[src/rtl/uart_pkg.sv]
// Shared encodings for the configurable UART receiver: FSM states, parity modes,
// character-length codes and small decode helpers.
package uart_pkg;

  localparam logic [2:0] ST_IDLE      = 3'd0;
  localparam logic [2:0] ST_START     = 3'd1;
  localparam logic [2:0] ST_DATA      = 3'd2;
  localparam logic [2:0] ST_PARITY    = 3'd3;
  localparam logic [2:0] ST_STOP      = 3'd4;
  localparam logic [2:0] ST_WAIT_HIGH = 3'd5;

  localparam logic [1:0] PAR_NONE     = 2'd0;
  localparam logic [1:0] PAR_EVEN     = 2'd1;
  localparam logic [1:0] PAR_ODD      = 2'd2;
  localparam logic [1:0] PAR_NONE_ALT = 2'd3;

  localparam logic [1:0] DBITS_5 = 2'd0;
  localparam logic [1:0] DBITS_6 = 2'd1;
  localparam logic [1:0] DBITS_7 = 2'd2;
  localparam logic [1:0] DBITS_8 = 2'd3;

  function automatic logic [3:0] char_len(input logic [1:0] code);
    logic [3:0] len;
    len = 4'd8;
    case (code)
      DBITS_5: len = 4'd5;
      DBITS_6: len = 4'd6;
      DBITS_7: len = 4'd7;
      DBITS_8: len = 4'd8;
    endcase
    return len;
  endfunction

  function automatic logic parity_enabled(input logic [1:0] mode);
    logic en;
    en = 1'b0;
    case (mode)
      PAR_EVEN, PAR_ODD:      en = 1'b1;
      PAR_NONE, PAR_NONE_ALT: en = 1'b0;
    endcase
    return en;
  endfunction

endpackage

[src/rtl/uart_rx_sync.sv]
// Metastability synchroniser for rx (flops reset to the idle-high level). With
// UART_RX_MAJORITY_EN defined it also provides a 2-of-3 majority of the last three rxs samples.
module uart_rx_sync #(
  parameter int SYNC_STAGES = 2
) (
  input  logic clk,
  input  logic rst_n,
  input  logic rx,
  output logic rxs
`ifdef UART_RX_MAJORITY_EN
  ,
  output logic rxs_maj
`endif
);

  logic [SYNC_STAGES-1:0] sync_q, sync_d;

  always_comb sync_d = {sync_q[SYNC_STAGES-2:0], rx};

  // NOTE: flops use <= so every stage captures its neighbour's pre-edge value.
  always_ff @(posedge clk or negedge rst_n) begin
    if (!rst_n) sync_q <= '1;
    else        sync_q <= sync_d;
  end

  assign rxs = sync_q[SYNC_STAGES-1];

`ifdef UART_RX_MAJORITY_EN
  logic [1:0] hist_q, hist_d;

  always_comb hist_d = {hist_q[0], rxs};

  always_ff @(posedge clk or negedge rst_n) begin
    if (!rst_n) hist_q <= '1;
    else        hist_q <= hist_d;
  end

  assign rxs_maj = (hist_q[1] & hist_q[0]) | (hist_q[1] & rxs) | (hist_q[0] & rxs);
`endif

endmodule

[src/rtl/uart_rx_cfg.sv]
// Runtime-configurable UART receiver (5-8 data bits, none/even/odd parity, 1/2 stop bits).
// Define UART_RX_MAJORITY_EN to take each bit decision from a 3-sample majority vote.
module uart_rx_cfg
  import uart_pkg::*;
#(
  parameter int CLOCK_SCALE_BITS = 16,
  parameter int SYNC_STAGES      = 2
) (
  input  logic                        clk,
  input  logic                        rst_n,
  input  logic [CLOCK_SCALE_BITS-1:0] cyclesPerBit,
  input  logic [1:0]                  dataBits,
  input  logic [1:0]                  parityMode,
  input  logic                        stopBits,
  input  logic                        rx,
  output logic [7:0]                  dataOut,
  output logic                        dataAvailable,
  output logic                        parityError,
  output logic                        frameError,
  output logic                        breakDetect
);

  localparam logic [CLOCK_SCALE_BITS-1:0] CNT_ONE = CLOCK_SCALE_BITS'(1);

  logic rxs, bit_val;

`ifdef UART_RX_MAJORITY_EN
  // The vote needs the sample after the nominal point, so decisions lag one cycle.
  localparam logic [CLOCK_SCALE_BITS-1:0] DECIDE_LAG = CLOCK_SCALE_BITS'(1);
  logic rxs_maj;

  uart_rx_sync #(.SYNC_STAGES(SYNC_STAGES)) u_sync (
    .clk     (clk),
    .rst_n   (rst_n),
    .rx      (rx),
    .rxs     (rxs),
    .rxs_maj (rxs_maj)
  );
  assign bit_val = rxs_maj;
`else
  localparam logic [CLOCK_SCALE_BITS-1:0] DECIDE_LAG = '0;

  uart_rx_sync #(.SYNC_STAGES(SYNC_STAGES)) u_sync (
    .clk   (clk),
    .rst_n (rst_n),
    .rx    (rx),
    .rxs   (rxs)
  );
  assign bit_val = rxs;
`endif

  logic [2:0]                  state_q, state_d;
  logic [CLOCK_SCALE_BITS-1:0] cnt_q, cnt_d;
  logic [2:0]                  idx_q, idx_d;
  logic [1:0]                  len_q, len_d;
  logic [1:0]                  par_mode_q, par_mode_d;
  logic                        stop2_q, stop2_d;
  logic                        second_stop_q, second_stop_d;
  logic [7:0]                  shift_q, shift_d;
  logic                        perr_pend_q, perr_pend_d;
  logic                        par_bit_q, par_bit_d;
  logic [7:0]                  data_out_q, data_out_d;
  logic                        avail_q, avail_d;
  logic                        perr_q, perr_d;
  logic                        ferr_q, ferr_d;
  logic                        brk_q, brk_d;

  logic [CLOCK_SCALE_BITS-1:0] half, start_pt, cnt_next;
  logic                        terminal;
  logic [3:0]                  last_idx;

  assign half     = cyclesPerBit >> 1;
  assign start_pt = half - CNT_ONE + DECIDE_LAG;
  assign terminal = (cnt_q == cyclesPerBit - CNT_ONE);
  assign cnt_next = terminal ? '0 : cnt_q + CNT_ONE;
  assign last_idx = char_len(len_q) - 4'd1;

  always_comb begin
    // NOTE: every _d gets a default here so no path can infer a latch.
    state_d       = state_q;
    cnt_d         = cnt_q;
    idx_d         = idx_q;
    len_d         = len_q;
    par_mode_d    = par_mode_q;
    stop2_d       = stop2_q;
    second_stop_d = second_stop_q;
    shift_d       = shift_q;
    perr_pend_d   = perr_pend_q;
    par_bit_d     = par_bit_q;
    data_out_d    = data_out_q;
    avail_d       = 1'b0;
    perr_d        = perr_q;
    ferr_d        = ferr_q;
    brk_d         = brk_q;

    case (state_q)
      ST_IDLE: begin
        cnt_d = '0;
        idx_d = '0;
        if (!rxs) begin
          state_d       = ST_START;
          len_d         = dataBits;
          par_mode_d    = parityMode;
          stop2_d       = stopBits;
          second_stop_d = 1'b0;
          shift_d       = '0;
          perr_pend_d   = 1'b0;
          par_bit_d     = 1'b0;
        end
      end
      ST_START: begin
        cnt_d = cnt_next;
        if (cnt_q == start_pt) begin
          cnt_d   = '0;
          state_d = bit_val ? ST_IDLE : ST_DATA;
        end
      end
      ST_DATA: begin
        cnt_d = cnt_next;
        if (terminal) begin
          shift_d[idx_q] = bit_val;
          if ({1'b0, idx_q} == last_idx) begin
            idx_d   = '0;
            state_d = parity_enabled(par_mode_q) ? ST_PARITY : ST_STOP;
          end else begin
            idx_d = idx_q + 3'd1;
          end
        end
      end
      ST_PARITY: begin
        cnt_d = cnt_next;
        if (terminal) begin
          par_bit_d   = bit_val;
          perr_pend_d = ((^shift_q) ^ bit_val) != (par_mode_q == PAR_ODD);
          state_d     = ST_STOP;
        end
      end
      ST_STOP: begin
        cnt_d = cnt_next;
        if (terminal) begin
          // Only the first stop bit completes the character; the second just gates IDLE.
          if (!second_stop_q) begin
            avail_d    = 1'b1;
            data_out_d = shift_q;
            perr_d     = perr_pend_q;
            ferr_d     = !bit_val;
            brk_d      = (shift_q == 8'h00) && !par_bit_q && !bit_val;
          end
          if (!bit_val) begin
            state_d = ST_WAIT_HIGH;
            cnt_d   = '0;
          end else if (stop2_q && !second_stop_q) begin
            second_stop_d = 1'b1;
          end else begin
            state_d = ST_IDLE;
            cnt_d   = '0;
          end
        end
      end
      ST_WAIT_HIGH: begin
        cnt_d = '0;
        if (rxs) state_d = ST_IDLE;
      end
      default: begin
        state_d = ST_IDLE;
        cnt_d   = '0;
      end
    endcase
  end

  always_ff @(posedge clk or negedge rst_n) begin
    if (!rst_n) begin
      state_q       <= ST_IDLE;
      cnt_q         <= '0;
      idx_q         <= '0;
      len_q         <= '0;
      par_mode_q    <= '0;
      stop2_q       <= 1'b0;
      second_stop_q <= 1'b0;
      shift_q       <= '0;
      perr_pend_q   <= 1'b0;
      par_bit_q     <= 1'b0;
      data_out_q    <= '0;
      avail_q       <= 1'b0;
      perr_q        <= 1'b0;
      ferr_q        <= 1'b0;
      brk_q         <= 1'b0;
    end else begin
      state_q       <= state_d;
      cnt_q         <= cnt_d;
      idx_q         <= idx_d;
      len_q         <= len_d;
      par_mode_q    <= par_mode_d;
      stop2_q       <= stop2_d;
      second_stop_q <= second_stop_d;
      shift_q       <= shift_d;
      perr_pend_q   <= perr_pend_d;
      par_bit_q     <= par_bit_d;
      data_out_q    <= data_out_d;
      avail_q       <= avail_d;
      perr_q        <= perr_d;
      ferr_q        <= ferr_d;
      brk_q         <= brk_d;
    end
  end

  assign dataOut       = data_out_q;
  assign dataAvailable = avail_q;
  assign parityError   = perr_q;
  assign frameError    = ferr_q;
  assign breakDetect   = brk_q;

endmodule

[config.mk]
export PLATFORM = sky130hd
export DESIGN_NAME = uart_rx_cfg
export DESIGN_NICKNAME = d
export VERILOG_FILES = /design/src/rtl/uart_pkg.sv /design/src/rtl/uart_rx_sync.sv /design/src/rtl/uart_rx_cfg.sv
export SDC_FILE = /design/constraint.sdc
export NUM_CORES = 1
export LEC_CHECK = 0
export BUFFER_PORTS_ARGS = -buffer_cell sky130_fd_sc_hd__buf_2
export CAP_MARGIN = 20
export CORE_ASPECT_RATIO = 2
export CORE_UTILIZATION = 30
export DETAILED_ROUTE_END_ITERATION = 8
export PLACE_DENSITY_LB_ADDON = 0.25
export SYNTH_ARGS = -nofsm -noshare
export SYNTH_HDL_FRONTEND = slang
export SYNTH_SLANG_ARGS = --single-unit
[constraint.sdc]
create_clock -name clk -period 5.4 [get_ports clk]
set_clock_uncertainty 0.15 [all_clocks]
set_input_delay 0.54 -clock clk [delete_from_list [all_inputs] [get_ports clk]]
set_output_delay 0.54 -clock clk [all_outputs]
set_load 0.02 [all_outputs]
Yosys cells after proc, flatten, opt, wreduce, memory -nomap -nowiden --
Cells that the tools add are included.
Operators by class: add/subtract/negate cells 5, $lt $le $gt $ge 2, equality and inequality tests 25, mux-type cells 44, bitwise logic cells 3, reductions and logical operators 25
Operator list (number):
- $mux 16 | 5
- $pmux 16 s3 | 1
- $mux 3 | 12
- $eq 16x16->1 | 2
- $pmux 3 s6 | 1
- $add 16x1->16 const B | 1
- $mux 8 | 2
- $pmux 4 s4 | 1
- $pmux 8 s2 | 1
- $sub 15x1->16 const B | 1
- $sub 16x1->16 const B | 1
- $ne 2x2->1 const B | 7
- $mux 1 | 13
- $reduce_and 3->1 | 3
- $bwmux 8 | 1
- $eq 2x2->1 const B | 4
- $logic_not 8->1 | 1
- $pmux 1 s2 | 4
- $reduce_and 8->1 | 1
- $reduce_xor 8->1 | 1
- $eq 3x2->1 const B | 2
- $eq 3x3->1 const B | 2
- $pmux 3 s2 | 1
- $reduce_bool 2->1 | 3
- 21 further kinds | 33
Storage, ports and cells: register bits 52, bits of input ports 24, output and inout bits 12, word-level logic and storage cells 120

Longest topological paths before layout --
Gate-level depths: netlist (run 1).
depth after elaboration 11, depth in mapped cells 12, gate-level depth less buffers 9

Cells and area by module --
A second synthesis (run 1) with hierarchy kept.
Unflattened totals: cell total of the unflattened synthesis 400, area total of the unflattened synthesis 3609.7 µm²
Modules (own cells, without submodules):
- uart_rx_cfg | times used 1, cells each 398, area each 3557.2 µm², sequential area each 1251.2 µm²
- uart_rx_sync | times used 1, cells each 2, area each 52.6 µm², sequential area each 52.6 µm²

Least setup slack after synthesis (run 1) --
OpenSTA, ideal clock, no wires.
kind in2reg, from in cyclesPerBit[2], to reg brk_q, in the netlist breakDetect, setup time 125 ps, arrival time 3029 ps, data required time 5125 ps, path slack 2095 ps, stages 12, path buffers 3, cell sequence clkbuf_1 > inv_1 > ha_1 > nor2b_1 > nand2_2 > or4_4 > a221oi_2 > and4_1 > buf_4 > nand4_4 > buf_6 > mux2_4
On the way: word-level cells in the longest chain between the ends 3
Ends and longest elaborated chain:
- start: declaration | RTL line uart_rx_cfg.sv:11 | input logic [CLOCK_SCALE_BITS-1:0] cyclesPerBit,
- $sub 16x1->16 | RTL line uart_rx_cfg.sv:74 | assign terminal = (cnt_q == cyclesPerBit - CNT_ONE);
- $eq 16x16->1 | RTL line uart_rx_cfg.sv:74
- $reduce_and 3->1 (no line)
- end signal: assignment | RTL line uart_rx_cfg.sv:203 | brk_q <= brk_d;
- end: declaration | RTL line uart_rx_cfg.sv:66 | logic brk_q, brk_d;
No other way between the ends. A chain may end at the register's enable or synchronous reset.

Final worst setup path (run 1) --
from in cyclesPerBit[1], to reg data_out_q[2], in the netlist dataOut[2]
On the way: word-level cells in the longest chain between the ends 3
Ends and longest elaborated chain:
- $sub 16x1->16 | RTL line uart_rx_cfg.sv:74
- $eq 16x16->1 | RTL line uart_rx_cfg.sv:74
- $reduce_and 3->1 (no line)
- end signal: assignment | RTL line uart_rx_cfg.sv:199 | data_out_q <= data_out_d;
- end: declaration | RTL line uart_rx_cfg.sv:62 | logic [7:0] data_out_q, data_out_d;
No other way between the ends.

==> results of run 1 <==
-- per-stage QoR --
stage	worst slack, ns	cell area [um^2]
global route	1.527	4215
floorplan	2.095	3827
detailed placement	1.403	4063
CTS	1.732	4215
finish	1.727	4215
global placement	1.478	4063
-- area by class of cell --
| type | instances | share of cell area, % |
|---|---|---|
| clock buffer | 5 | 2.968 |
| timing repair buffer | 37 | 4.512 |
| sequential | 52 | 30.93 |
| inverter | 20 | 1.781 |
| multi-input combinational | 313 | 54.70 |
| clock inverter | 3 | 0.6530 |
| tap | 150 | 4.452 |
-- critical path: cells and delay by family --
| kind | cells | cell delay [ns] |
|---|---|---|
| buffers and inverters | 2 | 0.20 |
| AND/OR/NAND/NOR | 5 | 2.03 |
| adder cells (fa/ha/maj) | 1 | 0.22 |
| multiplexers | 1 | 0.39 |
| AO/OA/AOI/OAI | 1 | 0.32 |
-- power breakdown --
group          switching [uW]  total (uW)  internal (uW)  leakage, uW
clock                     159         335            176    0.0000719
combinational             126         242            116      0.00103
sequential               72.7         491            419     0.000692
-- worst paths after layout --
check / cells after the start / startpoint / endpoint
max: 10 / cyclesPerBit[1] / dataOut[2]$_DFFE_PN0P_
min: 1 / rx / u_sync.sync_q[0]$_DFF_PN1_
max reg2reg: 7 / cnt_q[5]$_DFF_PN0_ / dataOut[2]$_DFFE_PN0P_
min reg2reg: 0 / u_sync.sync_q[0]$_DFF_PN1_ / u_sync.sync_q[1]$_DFF_PN1_
max in group asynchronous: 2 / rst_n / par_mode_q[0]$_DFFE_PN0P_
min in group asynchronous: 2 / rst_n / len_q[0]$_DFFE_PN0P_
-- layer usage --
metal / routed length, um / part of all wire (%)
met5: 0 / 0
met4: 383 / 4.0
met3: 231 / 2.4
met2: 5481 / 57
met1: 3557 / 37
-- placed cells by master (no fill, tap or decap), types with 10 or more instances in the layout --
cell type | Yosys | final
mux2_2 | 10 | 10
nand4_1 | 19 | 19
mux2i_1 | 10 | 10
buf_2 | 3 | 35
xnor2_1 | 37 | 37
nand3_1 | 16 | 16
nor3_1 | 23 | 23
inv_1 | 20 | 20
nand2_1 | 27 | 27
dfrtp_1 | 50 | 50
xor2_1 | 23 | 23
nor2_1 | 28 | 28
-- state kept, by name, summed over array words and instances (netlist names) --
| name | count |
|---|---|
| len_q | 2 |
| cnt_q | 16 |
| frameError | 1 |
| perr_pend_q | 1 |
| state_q | 3 |
| dataOut | 8 |
| par_mode_q | 2 |
| idx_q | 3 |
| breakDetect | 1 |
| dataAvailable | 1 |
| u_sync.sync_q | 2 |
| par_bit_q | 1 |
| second_stop_q | 1 |
| shift_q | 8 |
| parityError | 1 |
| stop2_q | 1 |
-- kinds of logic after synthesis --
family | Yosys count | share of synthesized area (%)
flip-flops | 52 | 34.06
buffers and inverters | 49 | 5.688
AND/OR/NAND/NOR | 165 | 25.04
XOR/XNOR | 60 | 13.73
adder cells (fa/ha/maj) | 9 | 2.942
multiplexers | 29 | 9.088
AO/OA/AOI/OAI | 50 | 9.447
==> impl_metrics.tcl, run 1 <==
set metrics [dict create \
    status "finished clean" \
    cts.repair.resized 0 \
    gp_congestion 0.8939 \
    synthTopCellsByArea "dfrtp_1 (33%), xnor2_1 (8.5%), xor2_1 (5.3%)" \
    worst_path_max_delay_cell "and4_1" \
    ys.flop_type "dfrtp_1" \
    peakVddDrop_mv 0.1617 \
    grt.met3_usage_pct 1.910 \
    area_growth_pct 10.13 \
    path_class "in2reg" \
    cts_tree "yes" \
    fin_cells 580 \
    regToRegSetupSlack_ns 2.06 \
    critPathArrivalTime_ns 3.71 \
    routed_wl_um 9653 \
    cellLeakagePower_uw 0.001795 \
    cap_viol_max_count 0 \
    hold_ws_ns 0.1934 \
    dp_hpwl_um 7576 \
    cts.path.max_buffers 2 \
    start_util_pct 30.66 \
    ys_types 68 \
    final-seq-area_um2 1304 \
    critical_path_required_ns 5.44 \
    finalSetupViolations 0 \
    synthesis.nets 447 \
    cts_setup_buffers 0 \
    grt_use_met1_pct 16.04 \
    grt_pass1_vias 3180 \
    yosys.area.top_type "dfrtp_1" \
    slew_violations 0 \
    drcViolationCount 0 \
    antenna_cells 0 \
    core_region_area_um2 12480 \
    ys_seq_area_share_pct 34.06 \
    drt_iter0_drc 162 \
    die-area_um2 13240 \
    grt_pass1_wl_um 16050 \
    end_kind "register" \
    portBuffers 35 \
    rsz0062_at_grt "false" \
    synth_top_area_share_pct 32.69 \
    yosysWarnings 0 \
    synth_area_um2 3827 \
    cts_buffers 5 \
    final_layout_size_suffix_gt1_share_pct 18.60 \
    cpPeakStageDelay_ns 0.63 \
    multiInputGateArea_um2 2306 \
    synthCells 414 \
    fin_tns_setup_ns 0 \
    synth.most_common_cell "dfrtp_1" \
    cp_cell_sequence "buf_2 > inv_1 > ha_1 > nor2b_1 > nand2_2 > or4_4 > a221oi_2 > and4_1 > nand4_4 > mux2_4" \
    rows 58 \
    clock_latency_ns 0.30 \
    async_reset_ff_share_pct 100.0 \
    powerDensity_nw_per_um2 253.6 \
    finalHoldViolCount 0 \
    dr_total_vias 3106 \
    dp_cells 572 \
    final_antenna_net_count 0 \
    wire_per_inst_um 16.64 \
    crit_path_start_kind "input port" \
    worst_pin_slew_ns 0.8240 \
    fp.dieH_um 161.7 \
    worstPathMaxFanout 17 \
    min_path_type "in2reg" \
    grt_max_degree 53 \
    power.total_uw 1069 \
    ys_ff_latch 52 \
    synth_edf_count 0 \
    firstDrtPassIters 4 \
    max-slew-margin-rel_pct 44.86 \
    via_per_inst 5.355 \
    busiest_layer "met2" \
    grt_use_met2_pct 30.32 \
    fillerInstances 1319 \
    cts.clk_slew.worst_paths_ns 0.08 \
    finalCritPeriodShare_pct 68.02 \
    syn-mean-instance-area_um2 9.245 \
    grt-ovfl-total 0 \
    cts_hold_buf 0 \
    final_core_util_pct 33.77 \
    io-pin-count 36 \
    groute.usage.overall_pct 15.76 \
    h-tree-depth 2 \
    yosys-top-cells-count "dfrtp_1 (50), xnor2_1 (37), nor2_1 (28)" \
    die_w_um 81.87 \
    nets 462 \
    fmax_mhz 272.3 \
    min_period_ns 3.673 \
    cts_num_sinks 52 \
    antenna_found_initial 0 \
    cts_root_buffer "clkbuf_16" \
]
Power figures use the tool's default switching activity.
==> run 2, diff against run 1 <==
Settings changed: ABC_AREA set to 1.
Clock period 5.4 ns to 3.7 ns, I/O delays scaled along.
==> run 2 against run 1 <==
Against the previous run: synthesized cell count increased by 40%; register-to-register slack worse by 0.84 ns; flip-flop and latch count did not move; critical path depth grew 6; combinational power increased to 2.8 times the previous value; sequential share of layout area is 2.2 points lower.
==> impl_metrics.tcl, run 2 <==
set metrics [dict create \
    status "finished clean" \
    die_w_um 84.64 \
    synth_top_area_share_pct 30.53 \
    yosysWarnings 0 \
    min_period_ns 2.722 \
    finalSetupViolations 0 \
    gp_congestion 0.8398 \
    grt_pass1_wl_um 17210 \
    antenna_found_initial 0 \
    power_frac_comb_pct 36.0 \
    io-pin-count 36 \
    setup_ws_ns 0.9776 \
    intPower_uw 1144 \
    start_util_pct 30.66 \
    yosys.area.top_type "dfrtp_1" \
    clock_latency_ns 0.30 \
    antenna_cells 0 \
    synth_area_um2 4098 \
    nets 641 \
    core_region_area_um2 13360 \
    grt_pass1_vias 3608 \
    worst_pin_slew_ns 0.6612 \
    groute.usage.overall_pct 15.69 \
    cts_num_sinks 52 \
    worstPathMaxFanout 21 \
    wire_per_inst_um 13.76 \
    finalHoldViolCount 0 \
    place_ws_ns 0.6419 \
    area_growth_pct 10.57 \
    peakVddDrop_mv 0.4165 \
    slew_violations 0 \
    synthesis.nets 614 \
    fillerInstances 1464 \
    drcViolationCount 0 \
    routed_wl_um 10510 \
    dr_total_vias 3611 \
    synth.most_common_cell "nand2_1" \
    seq_power_share_pct 38.3 \
    ys_types 39 \
    cts.clk_slew.worst_paths_ns 0.07 \
    cap_viol_max_count 0 \
    rsz0062_at_grt "false" \
    critPathArrivalTime_ns 2.75 \
    async_reset_ff_share_pct 100.0 \
    max-slew-margin-rel_pct 55.87 \
    cts_buffers 5 \
    fin_tns_setup_ns 0 \
    dp_hpwl_um 8754 \
    ys_ff_latch 52 \
    ys.flop_type "dfrtp_1" \
    via_per_inst 4.726 \
    finalCritPeriodShare_pct 73.58 \
    grt_max_degree 31 \
    switchingPower_uw 743.8 \
    cts_tree "yes" \
    fmax_mhz 367.3 \
    crit_path_start_kind "input port" \
    die-area_um2 14160 \
    largest_reg_flops 16 \
    end_kind "register" \
    ys_seq_area_share_pct 31.82 \
    path_class "in2reg" \
    portBuffers 35 \
    top_register "cnt_q" \
    yosys-top-cells-count "nand2_1 (171), inv_1 (65), nor2_1 (51)" \
    powerDensity_nw_per_um2 416.6 \
    critical_path_required_ns 3.73 \
    synth_edf_count 0 \
    power_frac_clock_pct 25.7 \
    synthCells 581 \
    firstDrtPassIters 4 \
    rows 60 \
    drt_iter0_drc 115 \
    fp.dieH_um 167.3 \
    cts.path.max_buffers 2 \
    h-tree-depth 2 \
    power_switching_share_pct 39.41 \
    grt-ovfl-total 0 \
    layout_common_cells "nand2_1 (171), inv_1 (65), nor2_1 (51)" \
    layout_commonest_cell "nand2_1" \
    synthTopCellsByArea "dfrtp_1 (31%), nand2_1 (16%), xor2_1 (6.6%)" \
    min_path_type "in2reg" \
    syn-mean-instance-area_um2 7.053 \
    cellLeakagePower_uw 0.002302 \
    cts_root_buffer "clkbuf_16" \
    cts_setup_buffers 0 \
    final_antenna_net_count 0 \
    final_layout_size_suffix_gt1_share_pct 17.08 \
    cts.repair.resized 0 \
]
-- run 2: logic make-up (layout without fill, tap and decap cells) --
family          after synthesis  count (layout)  share of synthesized area, %
buf+inv                      90             118                         9.373
simple gates                347             347                         39.88
compound gates               33              33                         5.497
xor+xnor                     50              50                         10.69
fa+ha+maj                     9               9                         2.748
flops                        52              52                         31.82
-- run 2: per-layer routing --
metal	track usage [%]	share of wire, %	wire length, um
met1	14.09	34	3551
met2	32.70	59	6229
met3	1.577	2.4	253
met4	8.327	4.5	477
met5	0	0	0
-- run 2: power groups by stage --
| stage | sequential [uW] | clock (uW) | combinational [uW] |
|---|---|---|---|
| 2_1_floorplan | 702 | 0 | 542 |
| 3_3_place_gp | 730 | 0 | 681 |
| 3_5_place_dp | 733 | 0 | 686 |
| 4_1_cts | 723 | 500 | 693 |
| 5_1_grt | 733 | 517 | 789 |
| 6_report | 724 | 484 | 679 |
-- run 2: per-stage QoR --
step / hold slack [ns] / instance area, um^2 / util (%) / total power (uW) / instances
after detailed placement: 0.1976 / 4368 / 32.69 / 1419 / 755
final: 0.009934 / 4531 / 33.90 / 1887 / 764
after CTS: 0.003767 / 4531 / 33.90 / 1917 / 764
after global placement: 0.1962 / 4368 / 32.69 / 1412 / 755
after global routing: 0.008958 / 4531 / 33.90 / 2039 / 764
after floorplan: -0.07559 / 4098 / - / 1244 / 581
-- run 2: critical path: stages --
cell	delay, ns
buf_2	0.11
inv_1	0.10
ha_1	0.28
nand2_4	0.14
nor2_8	0.16
nand3_2	0.11
inv_2	0.07
nand3_1	0.06
nand2_1	0.10
nand2_1	0.07
nor2_2	0.40
nand2_4	0.13
inv_2	0.07
nand2_2	0.32
nand2_2	0.17
o21ai_2	0.06
-- run 2: cell type report --
class,count,area [um^2],area share [%]
Clock buffer,5,125.1,2.762
Sequential cell,52,1304,28.78
Inverter,72,270.3,5.965
Timing Repair Buffer,38,200.2,4.419
Clock inverter,3,27.53,0.6076
Tap cell,155,193.9,4.281
Multi-Input combinational cell,439,2410,53.19
-- run 2: timing repair --
item | in CTS | in global routing
hold buffers | 1 | 0
endpoints found under the hold margin | 20 | 0
setup endpoints to repair | 0 | 0
-- run 2: worst paths after layout --
path | start | end | slack [ns] | depth (start not counted)
hold / removal | rx | u_sync.sync_q[0]$_DFF_PN1_ | 0.01 | 1
hold reg to reg | u_sync.sync_q[0]$_DFF_PN1_ | u_sync.sync_q[1]$_DFF_PN1_ | 0.21 | 0
max in group asynchronous | rst_n | dataOut[5]$_DFFE_PN0P_ | 2.18 | 3
setup reg to reg | cnt_q[3]$_DFF_PN0_ | dataOut[4]$_DFFE_PN0P_ | 1.22 | 14
min in group asynchronous | rst_n | len_q[1]$_DFFE_PN0P_ | 0.43 | 2
setup / recovery | cyclesPerBit[1] | dataOut[4]$_DFFE_PN0P_ | 0.98 | 16
==> run 3, diff against run 2 <==
Clock period 3.7 ns to 2.44 ns, I/O delays scaled along.
==> run 3 against run 2 <==
Against the previous run: non-clock buffer count is 19 higher; first-iteration DRC count fell by 17%; global-route usage grew 0.39 points; sequential share of layout area fell by 1.0 points; combinational power increased by 65%; wire length rose by 1.8%.
==> impl_metrics.tcl, run 3 (synthesis gave the netlist of run 2 again) <==
set metrics [dict create \
    crit_path_start_kind "register" \
    clock_latency_ns 0.30 \
    status "finished clean" \
    crit_buf_inv 0 \
    holdPathEnd "par_mode_q[0]$_DFFE_PN0P_" \
    cts.clk_slew.worst_paths_ns 0.07 \
    hold_depth 3 \
    worstReg2RegStart "cnt_q[0]$_DFF_PN0_" \
    min_path_type "in2reg" \
    cts.path.max_buffers 2 \
    antenna_cells 0 \
    finalHoldViolCount 0 \
    powerDensity_nw_per_um2 622.0 \
    final_core_util_pct 35.16 \
    cp_cell_sequence "ha_1 > nand3_1 > nor3_1 > nand2_1 > nor2_1 > nand2_1 > nor3_1 > xor2_1 > nor2_1" \
    routed_wl_um 10700 \
    r2r_cells 9 \
    start_util_pct 30.66 \
    worst_pin_slew_ns 0.4996 \
    io-pin-count 36 \
    cp_top_family "simple AND/OR/NAND/NOR gates" \
    fmax_mhz 464.2 \
    cts_num_sinks 52 \
    max-slew-margin-rel_pct 66.57 \
    gp_congestion 0.8923 \
    cts_buffers 5 \
    grt_pass1_vias 3720 \
    cellLeakagePower_uw 0.002408 \
    worstPathMaxFanout 5 \
    dr_total_vias 3690 \
    portBuffers 35 \
    min_period_ns 2.154 \
    area_growth_pct 14.66 \
    power.total_uw 2922 \
    core_region_area_um2 13360 \
    cpPeakStageDelay_ns 0.43 \
    peakVddDrop_mv 0.4171 \
    drcViolationCount 0 \
    grt_max_degree 29 \
    finalSetupViolations 0 \
    rows 60 \
    final_antenna_net_count 0 \
    path_class "reg2reg" \
    cap_viol_max_count 0 \
    critPathArrivalTime_ns 2.19 \
    cts.repair.resized 0 \
    antenna_found_initial 0 \
    cts_tree "yes" \
    rsz0062_at_grt "false" \
    cts_root_buffer "clkbuf_16" \
    worst_path_max_delay_cell "dfrtp_1" \
    regToRegSetupSlack_ns 0.29 \
    die-area_um2 14160 \
    firstDrtPassIters 4 \
    cts_setup_buffers 0 \
    h-tree-depth 2 \
    finalCritPeriodShare_pct 88.28 \
    cts_hold_buf 3 \
    top_register "cnt_q" \
    largest_reg_flops 16 \
    fillerInstances 1486 \
    groute.usage.overall_pct 16.08 \
    layout_commonest_cell "nand2_1" \
    fp.dieH_um 167.3 \
    grt-ovfl-total 0 \
    final_layout_size_suffix_gt1_share_pct 19.27 \
    drt_iter0_drc 95 \
    die_w_um 84.64 \
    wire_per_inst_um 13.67 \
    critical_path_required_ns 2.47 \
    end_kind "register" \
    grt_pass1_wl_um 17590 \
    layout_common_cells "nand2_1 (171), inv_1 (65), nor2_1 (51)" \
    nets 660 \
    slew_violations 0 \
    r2r-end "cnt_q[14]$_DFF_PN0_" \
    via_per_inst 4.713 \
    min_from "parityMode[0]" \
    dp_hpwl_um 8980 \
]
==> run 3: stage by stage <==
step	instance area [um^2]	std cells	setup TNS (ns)	hold slack [ns]	worst slack, ns
detailed placement	4521	772	-0.06175	0.1367	-0.01622
global placement	4521	772	-0.1009	0.1284	-0.01637
floorplan	4098	581	0	-0.2016	0.3493
finish	4698	783	0	0.002465	0.2859
CTS	4698	783	0	0.002312	0.2381
global route	4698	783	0	0.02728	0.02753
==> run 3: final cells by class <==
class,instances,area (um^2),area share [%]
Inverter,72,270.3,5.752
Clock inverter,3,22.52,0.4794
Tap cell,155,193.9,4.128
Multi-Input combinational cell,439,2410,51.29
Sequential cell,52,1304,27.75
Timing Repair Buffer,57,372.9,7.936
Clock buffer,5,125.1,2.663
==> run 3: worst max path at each step <==
stage,from,end,depth (start not counted)
after floorplan,cyclesPerBit[1],frameError$_DFFE_PN0P_,14
after global placement,cyclesPerBit[1],parityError$_DFFE_PN0P_,16
after detailed placement,cyclesPerBit[1],breakDetect$_DFFE_PN0P_,16
after CTS,cnt_q[0]$_DFF_PN0_,cnt_q[14]$_DFF_PN0_,9
after global routing,cnt_q[0]$_DFF_PN0_,cnt_q[14]$_DFF_PN0_,9
final,cnt_q[0]$_DFF_PN0_,cnt_q[14]$_DFF_PN0_,9
==> run 3: report_power, final <==
group | internal (uW) | switching (uW) | leakage (uW) | total [uW]
clock | 384 | 327 | 0.0000742 | 711
combinational | 436 | 681 | 0.00163 | 1120
sequential | 978 | 115 | 0.000705 | 1090
total | 1800 | 1120 | 0.00241 | 2920
==> run 3: tightest hold or removal path, stage by stage <==
cell and delay [ns]:
buf_2 0.07, nand2_1 0.04, o21ai_0 0.06
==> run 3: routing by layer <==
metal,wire length [um],global-route usage [%]
met1,3631,14.51
met2,6188,32.27
met3,201,1.429
met4,680,11.20
met5,0,0
